## config.mk

```make
export PLATFORM = sky130hd
export DESIGN_NAME = demux_2_skid_flat
export DESIGN_NICKNAME = d
export VERILOG_FILES = /design/src/rtl/demux_2_skid_pkg.sv /design/src/rtl/demux_2_skid_if.sv /design/src/rtl/demux_2_skid_skid_reg.sv /design/src/rtl/demux_2_skid.sv /design/src/flat_wrapper.sv
export SDC_FILE = /design/constraint.sdc
export NUM_CORES = 1
export LEC_CHECK = 0
export ABC_AREA = 1
export CAP_MARGIN = 25
export CORE_MARGIN = 3
export CORE_UTILIZATION = 48
export CTS_CLUSTER_DIAMETER = 40
export DETAILED_ROUTE_END_ITERATION = 10
export PLACE_DENSITY = 0.85
export RECOVER_POWER = 50
export SYNTH_ARGS = -nofsm -noshare
export SYNTH_HDL_FRONTEND = slang
export SYNTH_SLANG_ARGS = --single-unit
```

## constraint.sdc

```tcl
create_clock -name clk -period 1.85 [get_ports clk]
set_clock_uncertainty 0.05 [all_clocks]
set_input_delay 0.2775 -clock clk [delete_from_list [all_inputs] [get_ports clk]]
set_output_delay 0.2775 -clock clk [all_outputs]
set_load 0.005 [all_outputs]
```

## src/rtl/demux_2_skid_pkg.sv

```systemverilog
// Shared constants for the demux_2_skid steering stage: skid-buffer state
// encoding and destination select values.
package demux_2_skid_pkg;

  typedef enum logic [1:0] {
    ST_EMPTY = 2'd0,
    ST_ONE   = 2'd1,
    ST_FULL  = 2'd2
  } state_t;

  localparam logic SEL_A = 1'b0;
  localparam logic SEL_B = 1'b1;

endpackage

```

## src/rtl/demux_2_skid_if.sv

```systemverilog
// Handshake bundle for demux_2_skid: one tagged input stream, two output streams.
// master = upstream producer plus both consumers; slave = the steering stage.
interface demux_2_skid_if #(
  parameter int WIDTH = 32
);
  logic             in_valid;
  logic             in_ready;
  logic [WIDTH-1:0] in_data;
  logic             in_sel;
  logic             a_valid;
  logic             a_ready;
  logic [WIDTH-1:0] a_data;
  logic             b_valid;
  logic             b_ready;
  logic [WIDTH-1:0] b_data;

  modport master (
    output in_valid, in_data, in_sel, a_ready, b_ready,
    input  in_ready, a_valid, a_data, b_valid, b_data
  );

  modport slave (
    input  in_valid, in_data, in_sel, a_ready, b_ready,
    output in_ready, a_valid, a_data, b_valid, b_data
  );
endinterface

```

## src/rtl/demux_2_skid_skid_reg.sv

```systemverilog
// Generic 2-entry valid/ready skid buffer (main + skid register) with fully
// registered outputs; in_ready is a flop so it never follows out_ready combinationally.
module skid_reg
  import demux_2_skid_pkg::*;
#(
  parameter int W = 33
) (
  input  logic         clk,
  input  logic         rst_n,
  input  logic         in_valid_i,
  output logic         in_ready_o,
  input  logic [W-1:0] in_data_i,
  output logic         out_valid_o,
  input  logic         out_ready_i,
  output logic [W-1:0] out_data_o
);

  state_t       state_q, state_d;
  logic [W-1:0] main_q, main_d;
  logic [W-1:0] skid_q, skid_d;
  logic         ready_q;
  logic         in_fire, out_fire;

  assign in_fire  = in_valid_i & ready_q;
  assign out_fire = (state_q != ST_EMPTY) & out_ready_i;

  always_ff @(posedge clk or negedge rst_n) begin
    if (!rst_n) begin
      state_q <= ST_EMPTY;
      main_q  <= '0;
      skid_q  <= '0;
      ready_q <= 1'b0;
    end else begin
      state_q <= state_d;
      main_q  <= main_d;
      skid_q  <= skid_d;
      ready_q <= (state_d != ST_FULL);
    end
  end

  // Payload registers load only on an accepted beat, so idle-bus garbage never enters.
  always_comb begin
    state_d = state_q;
    main_d  = main_q;
    skid_d  = skid_q;
    case (state_q)
      ST_EMPTY: begin
        if (in_fire) begin
          main_d  = in_data_i;
          state_d = ST_ONE;
        end
      end
      ST_ONE: begin
        case ({in_fire, out_fire})
          2'b10: begin
            skid_d  = in_data_i;
            state_d = ST_FULL;
          end
          2'b01: state_d = ST_EMPTY;
          2'b11: main_d = in_data_i;
          default: ;
        endcase
      end
      ST_FULL: begin
        if (out_fire) begin
          main_d  = skid_q;
          state_d = ST_ONE;
        end
      end
      default: state_d = ST_EMPTY;
    endcase
  end

  assign in_ready_o  = ready_q;
  assign out_valid_o = (state_q != ST_EMPTY);
  assign out_data_o  = main_q;

endmodule

```

## src/rtl/demux_2_skid.sv

```systemverilog
// Registered 1-to-2 steering stage: buffers {sel, data} and presents the head beat on A or B.
// Optional per-port transfer counters are enabled with DEMUX_2_SKID_STATS_EN.
module demux_2_skid
  import demux_2_skid_pkg::*;
#(
  parameter int WIDTH = 32
) (
  input  logic                clk,
  input  logic                rst_n,
  demux_2_skid_if.slave       bus
`ifdef DEMUX_2_SKID_STATS_EN
  ,
  input  logic                cnt_clr,
  output logic [31:0]         cnt_a,
  output logic [31:0]         cnt_b
`endif
);

  logic             head_valid;
  logic             head_ready;
  logic [WIDTH:0]   head_payload;
  logic             head_sel;
  logic [WIDTH-1:0] head_data;

  skid_reg #(.W(WIDTH + 1)) u_skid (
    .clk         (clk),
    .rst_n       (rst_n),
    .in_valid_i  (bus.in_valid),
    .in_ready_o  (bus.in_ready),
    .in_data_i   ({bus.in_sel, bus.in_data}),
    .out_valid_o (head_valid),
    .out_ready_i (head_ready),
    .out_data_o  (head_payload)
  );

  assign head_sel  = head_payload[WIDTH];
  assign head_data = head_payload[WIDTH-1:0];

  // Only the addressed consumer's ready matters; this is what enforces head-of-line blocking.
  assign head_ready  = (head_sel == SEL_B) ? bus.b_ready : bus.a_ready;

  assign bus.a_valid = head_valid & (head_sel == SEL_A);
  assign bus.b_valid = head_valid & (head_sel == SEL_B);
  assign bus.a_data  = head_data;
  assign bus.b_data  = head_data;

`ifdef DEMUX_2_SKID_STATS_EN
  logic [31:0] cnt_a_q, cnt_a_d;
  logic [31:0] cnt_b_q, cnt_b_d;
  logic        a_fire, b_fire;

  assign a_fire = bus.a_valid & bus.a_ready;
  assign b_fire = bus.b_valid & bus.b_ready;

  // A clear coinciding with a transfer restarts the count at that transfer.
  always_comb begin
    cnt_a_d = cnt_a_q + {31'd0, a_fire};
    cnt_b_d = cnt_b_q + {31'd0, b_fire};
    if (cnt_clr) begin
      cnt_a_d = {31'd0, a_fire};
      cnt_b_d = {31'd0, b_fire};
    end
  end

  always_ff @(posedge clk or negedge rst_n) begin
    if (!rst_n) begin
      cnt_a_q <= '0;
      cnt_b_q <= '0;
    end else begin
      cnt_a_q <= cnt_a_d;
      cnt_b_q <= cnt_b_d;
    end
  end

  assign cnt_a = cnt_a_q;
  assign cnt_b = cnt_b_q;
`endif

endmodule

```

## src/flat_wrapper.sv

```systemverilog
// flat-port wrapper written by rule: the top's interface ports become plain ports
module demux_2_skid_flat import demux_2_skid_pkg::*;
#(
  parameter int WIDTH = 32
)
  (clk, rst_n, bus_in_valid, bus_in_data, bus_in_sel, bus_a_ready, bus_b_ready, bus_in_ready, bus_a_valid, bus_a_data, bus_b_valid, bus_b_data);
  demux_2_skid_if #(.WIDTH(WIDTH)) bus_i ();
  input  logic clk;
  input  logic rst_n;
  input wire logic [$bits(bus_i.in_valid)-1:0] bus_in_valid;
  input wire logic [$bits(bus_i.in_data)-1:0] bus_in_data;
  input wire logic [$bits(bus_i.in_sel)-1:0] bus_in_sel;
  input wire logic [$bits(bus_i.a_ready)-1:0] bus_a_ready;
  input wire logic [$bits(bus_i.b_ready)-1:0] bus_b_ready;
  output wire logic [$bits(bus_i.in_ready)-1:0] bus_in_ready;
  output wire logic [$bits(bus_i.a_valid)-1:0] bus_a_valid;
  output wire logic [$bits(bus_i.a_data)-1:0] bus_a_data;
  output wire logic [$bits(bus_i.b_valid)-1:0] bus_b_valid;
  output wire logic [$bits(bus_i.b_data)-1:0] bus_b_data;
  assign bus_i.in_valid = bus_in_valid;
  assign bus_i.in_data = bus_in_data;
  assign bus_i.in_sel = bus_in_sel;
  assign bus_i.a_ready = bus_a_ready;
  assign bus_i.b_ready = bus_b_ready;
  assign bus_in_ready = bus_i.in_ready;
  assign bus_a_valid = bus_i.a_valid;
  assign bus_a_data = bus_i.a_data;
  assign bus_b_valid = bus_i.b_valid;
  assign bus_b_data = bus_i.b_data;
  demux_2_skid #(.WIDTH(WIDTH)) u_core (.clk(clk), .rst_n(rst_n), .bus(bus_i));
endmodule
```

---- Word-level counts from Yosys, hierarchy flattened ----
Index checks and enable logic that the tools add are counted.
word-level totals
  bits in registers ....................... 69
  bits of input ports ..................... 38
cells by class
  eq/ne operators ......................... 9
  mux-type cells .......................... 9
  bitwise gates (word level) .............. 5
  reduce and logical (&&, ||, !) cells .... 5
operators with widths
  kind                                                  count
  2-to-1 mux 33 bit                                     3
  one-hot mux 33 bit (3 select lines)                   1
  equality test 2 bit (second input constant)           3
  != test 2 bit (second input constant)                 3
  one-hot mux 2 bit (3 select lines)                    1
  AND 1 bit                                             4
  equality test 2 x 1 -> 1 bit (second input constant)  2
  2-to-1 mux 2 bit                                      2
  one-hot mux 2 bit (2 select lines)                    1
  AND reduction 4 bit                                   1
  nonzero test 3 bit                                    1
  logical NOT 2 bit                                     1
  != test 2 x 1 -> 1 bit (second input constant)        1
  AND reduction 2 bit                                   1
  nonzero test 2 bit                                    1
  2-to-1 mux 1 bit                                      1
  NOT 1 bit                                             1

---- Depth between registers and ports, before layout ----
Gate-level depths: netlist of run 1.
  depth after elaboration ................. 6
  depth in mapped cells ................... 12

---- Modules after synthesis ----
Synthesis of run 1 repeated with hierarchy kept, for this count alone.
second synthesis, totals
  cells, all modules ...................... 460
  area, all modules ....................... 3542.1 um^2
modules (own cells, without submodules)
  module        times used  cells an instance  area an instance (um^2)  seq. area each (um^2)
  skid_reg      1           420                3271.9                   1726.7
  demux_2_skid  1           40                 270.3                    0.0

---- Worst setup path before layout of run 1 ----
Ideal clock, no wire load.
  path type ............................... reg2reg
  from .................................... register u_core.u_skid.main_q[32], in the netlist u_core.u_skid.out_data_o[32]
  to ...................................... register u_core.u_skid.skid_q[0]
  library setup time ...................... 0.126 ns
  arrival time ............................ 1.480 ns
  data required time ...................... 1.674 ns
  slack ................................... 0.194 ns
  cell stages (with the launch flop) ...... 10
  buffers on the path ..................... 2
  period minus slack after synthesis ...... 1.656 ns
  cells stage by stage .................... dfrtp_1 > inv_1 > nand2_1 > a21oi_1 > inv_1 > ha_1 > nand3_1 > buf_2 > buf_2 > o21ai_0
between the ends
  longest elaborated chain between the ends .. 4
RTL lines
  element                        RTL line                     source
  start, declared                demux_2_skid_skid_reg.sv:19  logic [W-1:0] main_q, main_d;
  start signal, assigned         demux_2_skid_skid_reg.sv:35  main_q <= main_d;
  2-to-1 mux 1 bit               demux_2_skid.sv:40           assign head_ready = (head_sel == SEL_B) ? bus.b_ready : bus.a_ready;
  AND 1 bit                      demux_2_skid_skid_reg.sv:25  assign out_fire = (state_q != ST_EMPTY) & out_ready_i;
  equality test 2 bit            demux_2_skid_skid_reg.sv:54  case ({in_fire, out_fire})
  AND reduction 2 bit (no line)  --
  end signal, assigned           demux_2_skid_skid_reg.sv:36  skid_q <= skid_d;
  end, declared                  demux_2_skid_skid_reg.sv:20  logic [W-1:0] skid_q, skid_d;
No other way between the ends.
A chain may end at the register's enable or synchronous reset.

---- Worst setup path after layout of run 1 ----
  from .................................... register u_core.u_skid.main_q[32], in the netlist u_core.u_skid.out_data_o[32]
  to ...................................... register u_core.u_skid.skid_q[18]
Same word-level chain as after synthesis.

==> impl_metrics.csv, run 1 <==
group,metric,value,unit
setup_path,path_cells,"inv_1 -> nand2_1 -> a21oi_2 -> buf_4 -> inv_1 -> ha_1 -> nand3_2 -> buf_12 -> nand2_1 -> o21ai_0",
sta,rsz0062_at_grt,"true",
die,core_region_area,7370,sq um
placement,place_area,4430,sq um
global_route,grt_pass1_vias,2834,
setup_path,r2r-end,"u_core.u_skid.skid_q[18]",
setup_path,critPathLaunch,"u_core.u_skid.out_data_o[32]",
die,rows,31,
drt,vias,3035,
drt,routedWlPerCell,12.6,um
yosys,synthCells,487,
power_and_ir_drop,net-switching-power,0.00309,W
sta,slew_viol_final,0,
yosys,synth_top_family_by_area,"simple AND/OR/NAND/NOR gates",
yosys,synth_top_area_share,46.6,%
setup_path,endpoint,"u_core.u_skid.skid_q[18]",
setup_path,crit_fanout,38,
yosys,yosysWarnings,0,
clock_tree,cts_buffers,9,
placement,port_buffers,104,
power_and_ir_drop,power_per_cell_area,1780,nW/um^2
clock_tree,cts_buffer_depth,2,
yosys,synth.net_count,527,
clock_tree,cts.sinks,69,
die,die_area,8800,sq um
clock_tree,clock_latency,0.34,ns
clock_tree,clock_tree.root_cell,"clkbuf_8",
power_and_ir_drop,p_clk_share,18.4,%
power_and_ir_drop,vdd_ir_drop_max,0.000957,V
global_route,grt_pass1_wl,12.9,mm
yosys,ys.flop_type,"dfrtp_1",
yosys,synth_edf_count,0,
setup_path,cp-start-kind,"flop",
final_layout,num_antenna_cells,0,
global_route,grt_max_degree,40,
setup_path,endpoint_kind,"flop",
yosys,synthTopCellsByCount,"nand2_1 (209), dfrtp_1 (69), buf_4 (68)",
final_layout,drive_gt1_share,8.35,%
drt,drt_iter0_markers,115,
setup_path,critPathSlowestCell,"dfrtp_1",
yosys,synth_compound_area_share,4.73,%
power_and_ir_drop,leakagePower,2.49,nW
yosys,synthXorXnorAreaFrac,0,%
setup_path,worstPathArrival,1.96,ns
sta,max_slew_margin,46.9,%
final_layout,fillCellCount,622,
power_and_ir_drop,swShare,36.5,%
drt,antenna_left,0,
yosys,async_flop_share,100,%
sta,post-route-min-period,1.76,ns
yosys,netlist_area,3700,sq um
sta,final_hold_viol_count,0,
setup_path,timing.rr.start,"u_core.u_skid.out_data_o[32]",
yosys,synth-seq-cells,69,
global_route,grt_usage,18.6,%
clock_tree,clkTransAtPathRegs,0.07,ns
yosys,yosysMostFrequentCell,"nand2_1",
sta,period_share,95.3,%
clock_tree,cts_max_level,3,
power_and_ir_drop,intPower,0.00537,W
die,die_h,93.8,um
hold_path,hp-class,"flop to flop",
clock_tree,cts_tree,"built",
setup_path,criticalPathCategory,"flop to flop",
setup_path,critical_path.max_stage_delay,0.42,ns
sta,hold_ws,0.434,ns
final_layout,fin_area,4740,sq um
yosys,ys_seq_area_share,46.6,%
drt,first_pass_iters,4,
global_route,antenna_found_initial,0,
setup_path,r2r_setup_slack,0.09,ns
die,io_pins,105,
yosys,synth_top_area_cell,"dfrtp_1",
sta,setup_viol,0,
power_and_ir_drop,p_total,0.00846,W
yosys,synthAdderAreaFrac,0.676,%
placement,gp_congestion,0.780,
yosys,synthSimpleGateAreaFrac,27.4,%
yosys,ys_types,15,
placement,dp_hpwl,5.58,mm
drt,via_per_inst,4.76,
power_and_ir_drop,seqPwrFrac,32.5,%
die,start_util,50.2,%
final_layout,area_growth,28.2,%
yosys,syn_avg_cell_area,7.60,sq um
status,status,"finished, final reports clean",
drt,routed_wl,8.04,mm
yosys,muxShareOfSynthArea,0,%
yosys,synth.area.top_cells,"dfrtp_1 (47%), nand2_1 (21%), buf_4 (14%)",
die,fp.dieW,93.8,um
power_and_ir_drop,p_comb_share,49.2,%
drt,drc,0,
global_route,grt.overflow.total,0,
sta,worst_pin_slew,0.796,ns
setup_path,worstPathRequired,2.04,ns
setup_path,ff2ff_path_depth,10,
sta,fmax,567,MHz
job,cap_violations,0,
final_layout,layout.nets,574,
## cell families after synthesis
group	count (synthesis)
compound gates	35
fa+ha+maj	2
buf+inv	129
flops	69
simple gates	252
## power by group through the flow
stage               Sequential (W)  Combinational, W  Clock [W]
global route               0.00285           0.00466    0.00164
global placement           0.00273           0.00395          0
floorplan                  0.00264           0.00295          0
CTS                        0.00275           0.00413    0.00157
finish                     0.00275           0.00416    0.00155
detailed placement         0.00277           0.00411          0
## final cells by class
class / count / area [sq um] / share of cell area (%)
sequential: 69 / 1730 / 36.4
inverter: 42 / 158 / 3.32
multi-input combinational: 289 / 1240 / 26.1
clock buffer: 11 / 151 / 3.19
timing repair buffer: 123 / 1240 / 26.1
tap: 99 / 124 / 2.61
clock inverter: 5 / 106 / 2.24
## routing by layer
layer  GRT usage [%]  share of wire (%)  wire, um
met1            22.8                 40      3260
met4            6.02                1.2        95
met3            4.09                5.9       476
met5               0                  0         0
met2            32.6                 52      4210
## sequential cells by signal (all words and copies together), names as in the netlist
name / count
u_core.u_skid.out_data_o: 33
u_core.u_skid.skid_q: 33
u_core.u_skid.in_ready_o: 1
u_core.u_skid.state_q: 2
## cell usage in the layout, fill, tap and decap left out, drive strengths merged
cell type	instances
inv	42
nand2	209
clkinvlp	1
clkbuf	12
buf	18
dlygate4sd3	24
a21oi	1
dlymetal6s2s	1
bufinv	3
ha	2
clkinv	1
clkdlybuf4s50	79
o21ai	34
dfrtp	69
nor2	5
nand3	38
## critical path, delay by kind of cell, from the launching register on
kind	cells	cell delay, ns
adder cells (fa/ha/maj)	1	0.20
AND/OR/NAND/NOR	3	0.30
buffers and inverters	4	0.45
flip-flops	1	0.42
AO/OA/AOI/OAI	2	0.26
## how the worst min path moves through the flow
| stage | startpoint | endpoint | slack [ns] | cells after the start |
|---|---|---|---|---|
| after floorplan | rst_n | u_core.u_skid.in_ready_o | -0.07 | 0 |
| after global placement | rst_n | u_core.u_skid.out_data_o[18] | 0.18 | 1 |
| after detailed placement | rst_n | u_core.u_skid.out_data_o[18] | 0.18 | 1 |
| after CTS | rst_n | u_core.u_skid.out_data_o[10] | 0.37 | 2 |
| after global routing | u_core.u_skid.skid_q[6] | u_core.u_skid.skid_q[6] | 0.46 | 2 |
| final | u_core.u_skid.out_data_o[2] | u_core.u_skid.out_data_o[2] | 0.43 | 2 |
## metrics by stage
stage          TNS (ns)  util (%)  instances  worst slack [ns]
6_report              0      64.4        638            0.0863
5_1_grt          -0.218      64.4        638           -0.0329
4_1_cts               0      63.7        636            0.0440
3_5_place_dp      -5.57      60.1        619            -0.165
3_3_place_gp      -2.94      60.1        619           -0.0963
2_1_floorplan         0         -        487             0.194
## what timing repair did
item	in CTS	in global routing
hold buffers	1	0
endpoints found under the setup margin	0	35
endpoints found under the hold margin	30	0
setup buffers	0	1
gates resized for setup	0	13
No activity file was read; power rests on OpenSTA's default activity.
==> run 2, diff against run 1 <==
Settings changed: GPL_ROUTABILITY_DRIVEN set to 0.
==> results of run 2 <==
Final layout, timing and power as in run 1 (identical DEF).
==> run 3, diff against run 2 <==
Settings changed: ABC_AREA 1 to not set.
==> run 3 against run 2 <==
Net effect:
- the run now ends with setup timing left
- non-clock buffer count grew 9
- critical path depth shrank 1
- synthesized area shrank 0.64%
- register-to-register slack lost 0.42 ns
- total power grew 12%
==> impl_metrics.csv, run 3 <==
group,metric,value,unit
sta,fmax,458,MHz
setup_path,r2r-end,"u_core.u_skid.out_data_o[14]",
global_route,antenna_found_initial,0,
clock_tree,cts_max_level,3,
yosys,synth-seq-cells,69,
power_and_ir_drop,net-switching-power,0.00279,W
clock_tree,cts.sinks,69,
setup_path,cp_top_family,"buffers and inverters",
setup_path,worstPathRequired,2.03,ns
yosys,synthTopCellsByCount,"mux2_2 (70), dfrtp_1 (69), buf_4 (65)",
sta,period_share,118,%
drt,routedWlPerCell,17.4,um
yosys,synthCells,264,
yosys,synth_top_area_share,46.9,%
yosys,async_flop_share,100,%
final_layout,layout.nets,372,
drt,drt_iter0_markers,51,
setup_path,r2r_setup_slack,-0.33,ns
final_layout,drive_gt1_share,44.8,%
die,die_h,93.5,um
die,rows,31,
power_and_ir_drop,leakagePower,2.25,nW
yosys,ys_seq_area_share,46.9,%
global_route,grt.overflow.total,0,
die,core_region_area,7330,sq um
global_route,grt_usage,16.6,%
status,status,"finished with violations",
global_route,grt_pass1_vias,2261,
power_and_ir_drop,seqPwrFrac,30.2,%
yosys,ys_types,18,
power_and_ir_drop,p_clk_share,11.7,%
power_and_ir_drop,swShare,29.5,%
yosys,synth.area.top_cells,"dfrtp_1 (47%), mux2_2 (21%), buf_4 (13%)",
drt,antenna_left,0,
yosys,ys.flop_type,"dfrtp_1",
die,io_pins,105,
clock_tree,cts_buffers,9,
sta,worst_pin_slew,0.948,ns
yosys,syn_avg_cell_area,13.9,sq um
setup_path,cp_num_cells,9,
sta,final_hold_viol_count,0,
power_and_ir_drop,p_comb_share,58.1,%
yosys,synth.net_count,304,
placement,place_ws,-0.641,ns
die,start_util,50.2,%
clock_tree,cts_tree,"built",
final_layout,area_growth,34.9,%
drt,routed_wl,7.57,mm
setup_path,ff2ff_path_depth,9,
sta,max_slew_margin,36.8,%
setup_path,critPathSlowestCell,"dfrtp_1",
drt,drc,0,
setup_path,critical_path.max_stage_delay,0.40,ns
yosys,synth_edf_count,0,
global_route,grt_max_degree,70,
clock_tree,clock_tree.root_cell,"clkbuf_8",
clock_tree,cts_buffer_depth,2,
setup_path,cp-start-kind,"flop",
power_and_ir_drop,vdd_ir_drop_max,0.000962,V
die,fp.dieW,93.5,um
clock_tree,clkTransAtPathRegs,0.08,ns
final_layout,fillCellCount,499,
final_layout,postLayoutCoreUtil,67.7,%
setup_path,critPathBufInv,3,
final_layout,final_common_cell,"clkdlybuf4s50_1",
setup_path,crit_fanout,8,
drt,via_per_inst,4.97,
yosys,synth_top_area_cell,"dfrtp_1",
final_layout,final_cell_mix,"clkdlybuf4s50_1 (103), dfrtp_1 (69), mux2_4 (66), mux2_2 (34), buf_4 (14)",
power_and_ir_drop,power_per_cell_area,1910,nW/um^2
power_and_ir_drop,intPower,0.00666,W
sta,setup_ws,-0.334,ns
yosys,yosysWarnings,0,
hold_path,hp-class,"flop to flop",
clock_tree,clock_latency,0.34,ns
setup_path,endpoint,"u_core.u_skid.out_data_o[14]",
yosys,netlist_area,3680,sq um
setup_path,endpoint_kind,"flop",
job,cap_violations,0,
setup_path,worstPathArrival,2.36,ns
setup_path,criticalPathCategory,"flop to flop",
final_layout,num_antenna_cells,0,
sta,setup_viol,66,
sta,post-route-min-period,2.18,ns
die,die_area,8750,sq um
drt,first_pass_iters,4,
setup_path,critPathLaunch,"u_core.u_skid.out_data_o[32]",
sta,slew_viol_final,0,
status,violations,"setup timing",
setup_path,timing.rr.start,"u_core.u_skid.out_data_o[32]",
placement,port_buffers,104,
setup_path,path_cells,"mux2i_2 -> or2_4 -> inv_4 -> ha_4 -> nand2b_1 -> a222oi_1 -> buf_4 -> clkbuf_16 -> mux2_4",
sta,rsz0062_at_grt,"true",
placement,dp_hpwl,4.70,mm
global_route,grt_pass1_wl,11.3,mm
drt,vias,2169,
yosys,yosysMostFrequentCell,"mux2_2",
[run 3: changes by cell type after synthesis, sizes merged, moves of 3 or more]
cell / before / now
nand2: 209 / 4
mux2: 0 / 100
inv: 42 / 2
nand3: 38 / 0
o21ai: 34 / 2
buf: 84 / 75
clkbuf: 3 / 0
nor2: 5 / 2
nor2b: 0 / 3
[run 3: layout make-up]
| cell class | count | area (sq um) | area share (%) |
|---|---|---|---|
| multi-input combinational | 118 | 1550 | 31.1 |
| inverter | 2 | 10.0 | 0.202 |
| sequential | 69 | 1730 | 34.8 |
| timing repair buffer | 132 | 1380 | 27.8 |
| clock buffer | 10 | 138 | 2.77 |
| clock inverter | 6 | 38.8 | 0.782 |
| tap | 99 | 124 | 2.50 |
[run 3: power by group through the flow]
stage / clock network [W] / logic (W) / registers [W]
finish: 0.00111 / 0.00549 / 0.00286
global route: 0.00120 / 0.00581 / 0.00296
CTS: 0.00112 / 0.00497 / 0.00282
detailed placement: 0 / 0.00461 / 0.00283
global placement: 0 / 0.00450 / 0.00278
floorplan: 0 / 0.00359 / 0.00268
[run 3: through the flow]
step | TNS (ns) | hold slack (ns) | instance area (sq um) | total power [W] | std cells
after floorplan | -6.04 | -0.0681 | 3710 | 0.00627 | 264
after global placement | -25.64 | 0.277 | 4460 | 0.00727 | 410
after CTS | -9.67 | 0.439 | 4760 | 0.00891 | 431
after detailed placement | -27.60 | 0.283 | 4460 | 0.00745 | 410
final | -12.81 | 0.461 | 4960 | 0.00945 | 436
after global routing | -17.16 | 0.471 | 4960 | 0.00997 | 436
[run 3: cell families (layout without fill, tap and decap cells)]
kind of cell / count (synthesis) / count (layout) / share of synthesized area (%)
simple gates: 11 / 11 / 1.46
flops: 69 / 69 / 46.9
compound gates: 4 / 4 / 0.748
buf+inv: 77 / 150 / 16.2
mux: 101 / 101 / 33.9
fa+ha+maj: 2 / 2 / 0.680
[run 3: what timing repair did]
action                                 CTS  global route
setup endpoints to repair               33            67
gates cloned                             0             3
hold buffers                             1             0
gates resized for setup                 12            33
buffers inserted                         4             2
pin swaps                                0             1
endpoints found under the hold margin   69             0
[run 3: how the worst min path moves through the flow]
| stage | start | end | slack (ns) | depth (start not counted) |
|---|---|---|---|---|
| final | u_core.u_skid.skid_q[20] | u_core.u_skid.skid_q[20] | 0.46 | 1 |
| after global routing | u_core.u_skid.skid_q[1] | u_core.u_skid.skid_q[1] | 0.47 | 1 |
| after floorplan | rst_n | u_core.u_skid.in_ready_o | -0.07 | 0 |
| after global placement | rst_n | u_core.u_skid.skid_q[3] | 0.28 | 2 |
| after CTS | rst_n | u_core.u_skid.skid_q[4] | 0.44 | 3 |
| after detailed placement | rst_n | u_core.u_skid.skid_q[1] | 0.28 | 2 |
[run 3: per-layer routing]
metal	up-vias	track usage, %	part of all wire (%)
met1	1108	21.0	44
met2	75	27.5	50
li1	977	-	-
met4	0	6.50	1.0
met3	9	3.86	5.0
met5	-	0	0
[run 3: worst reg2reg max path, cell delays in order, from the launching register on]
cell	delay, ns
dfrtp_1	0.40
mux2i_2	0.17
or2_4	0.25
inv_4	0.06
ha_4	0.10
nand2b_1	0.04
a222oi_1	0.30
buf_4	0.23
clkbuf_16	0.18
mux2_4	0.30
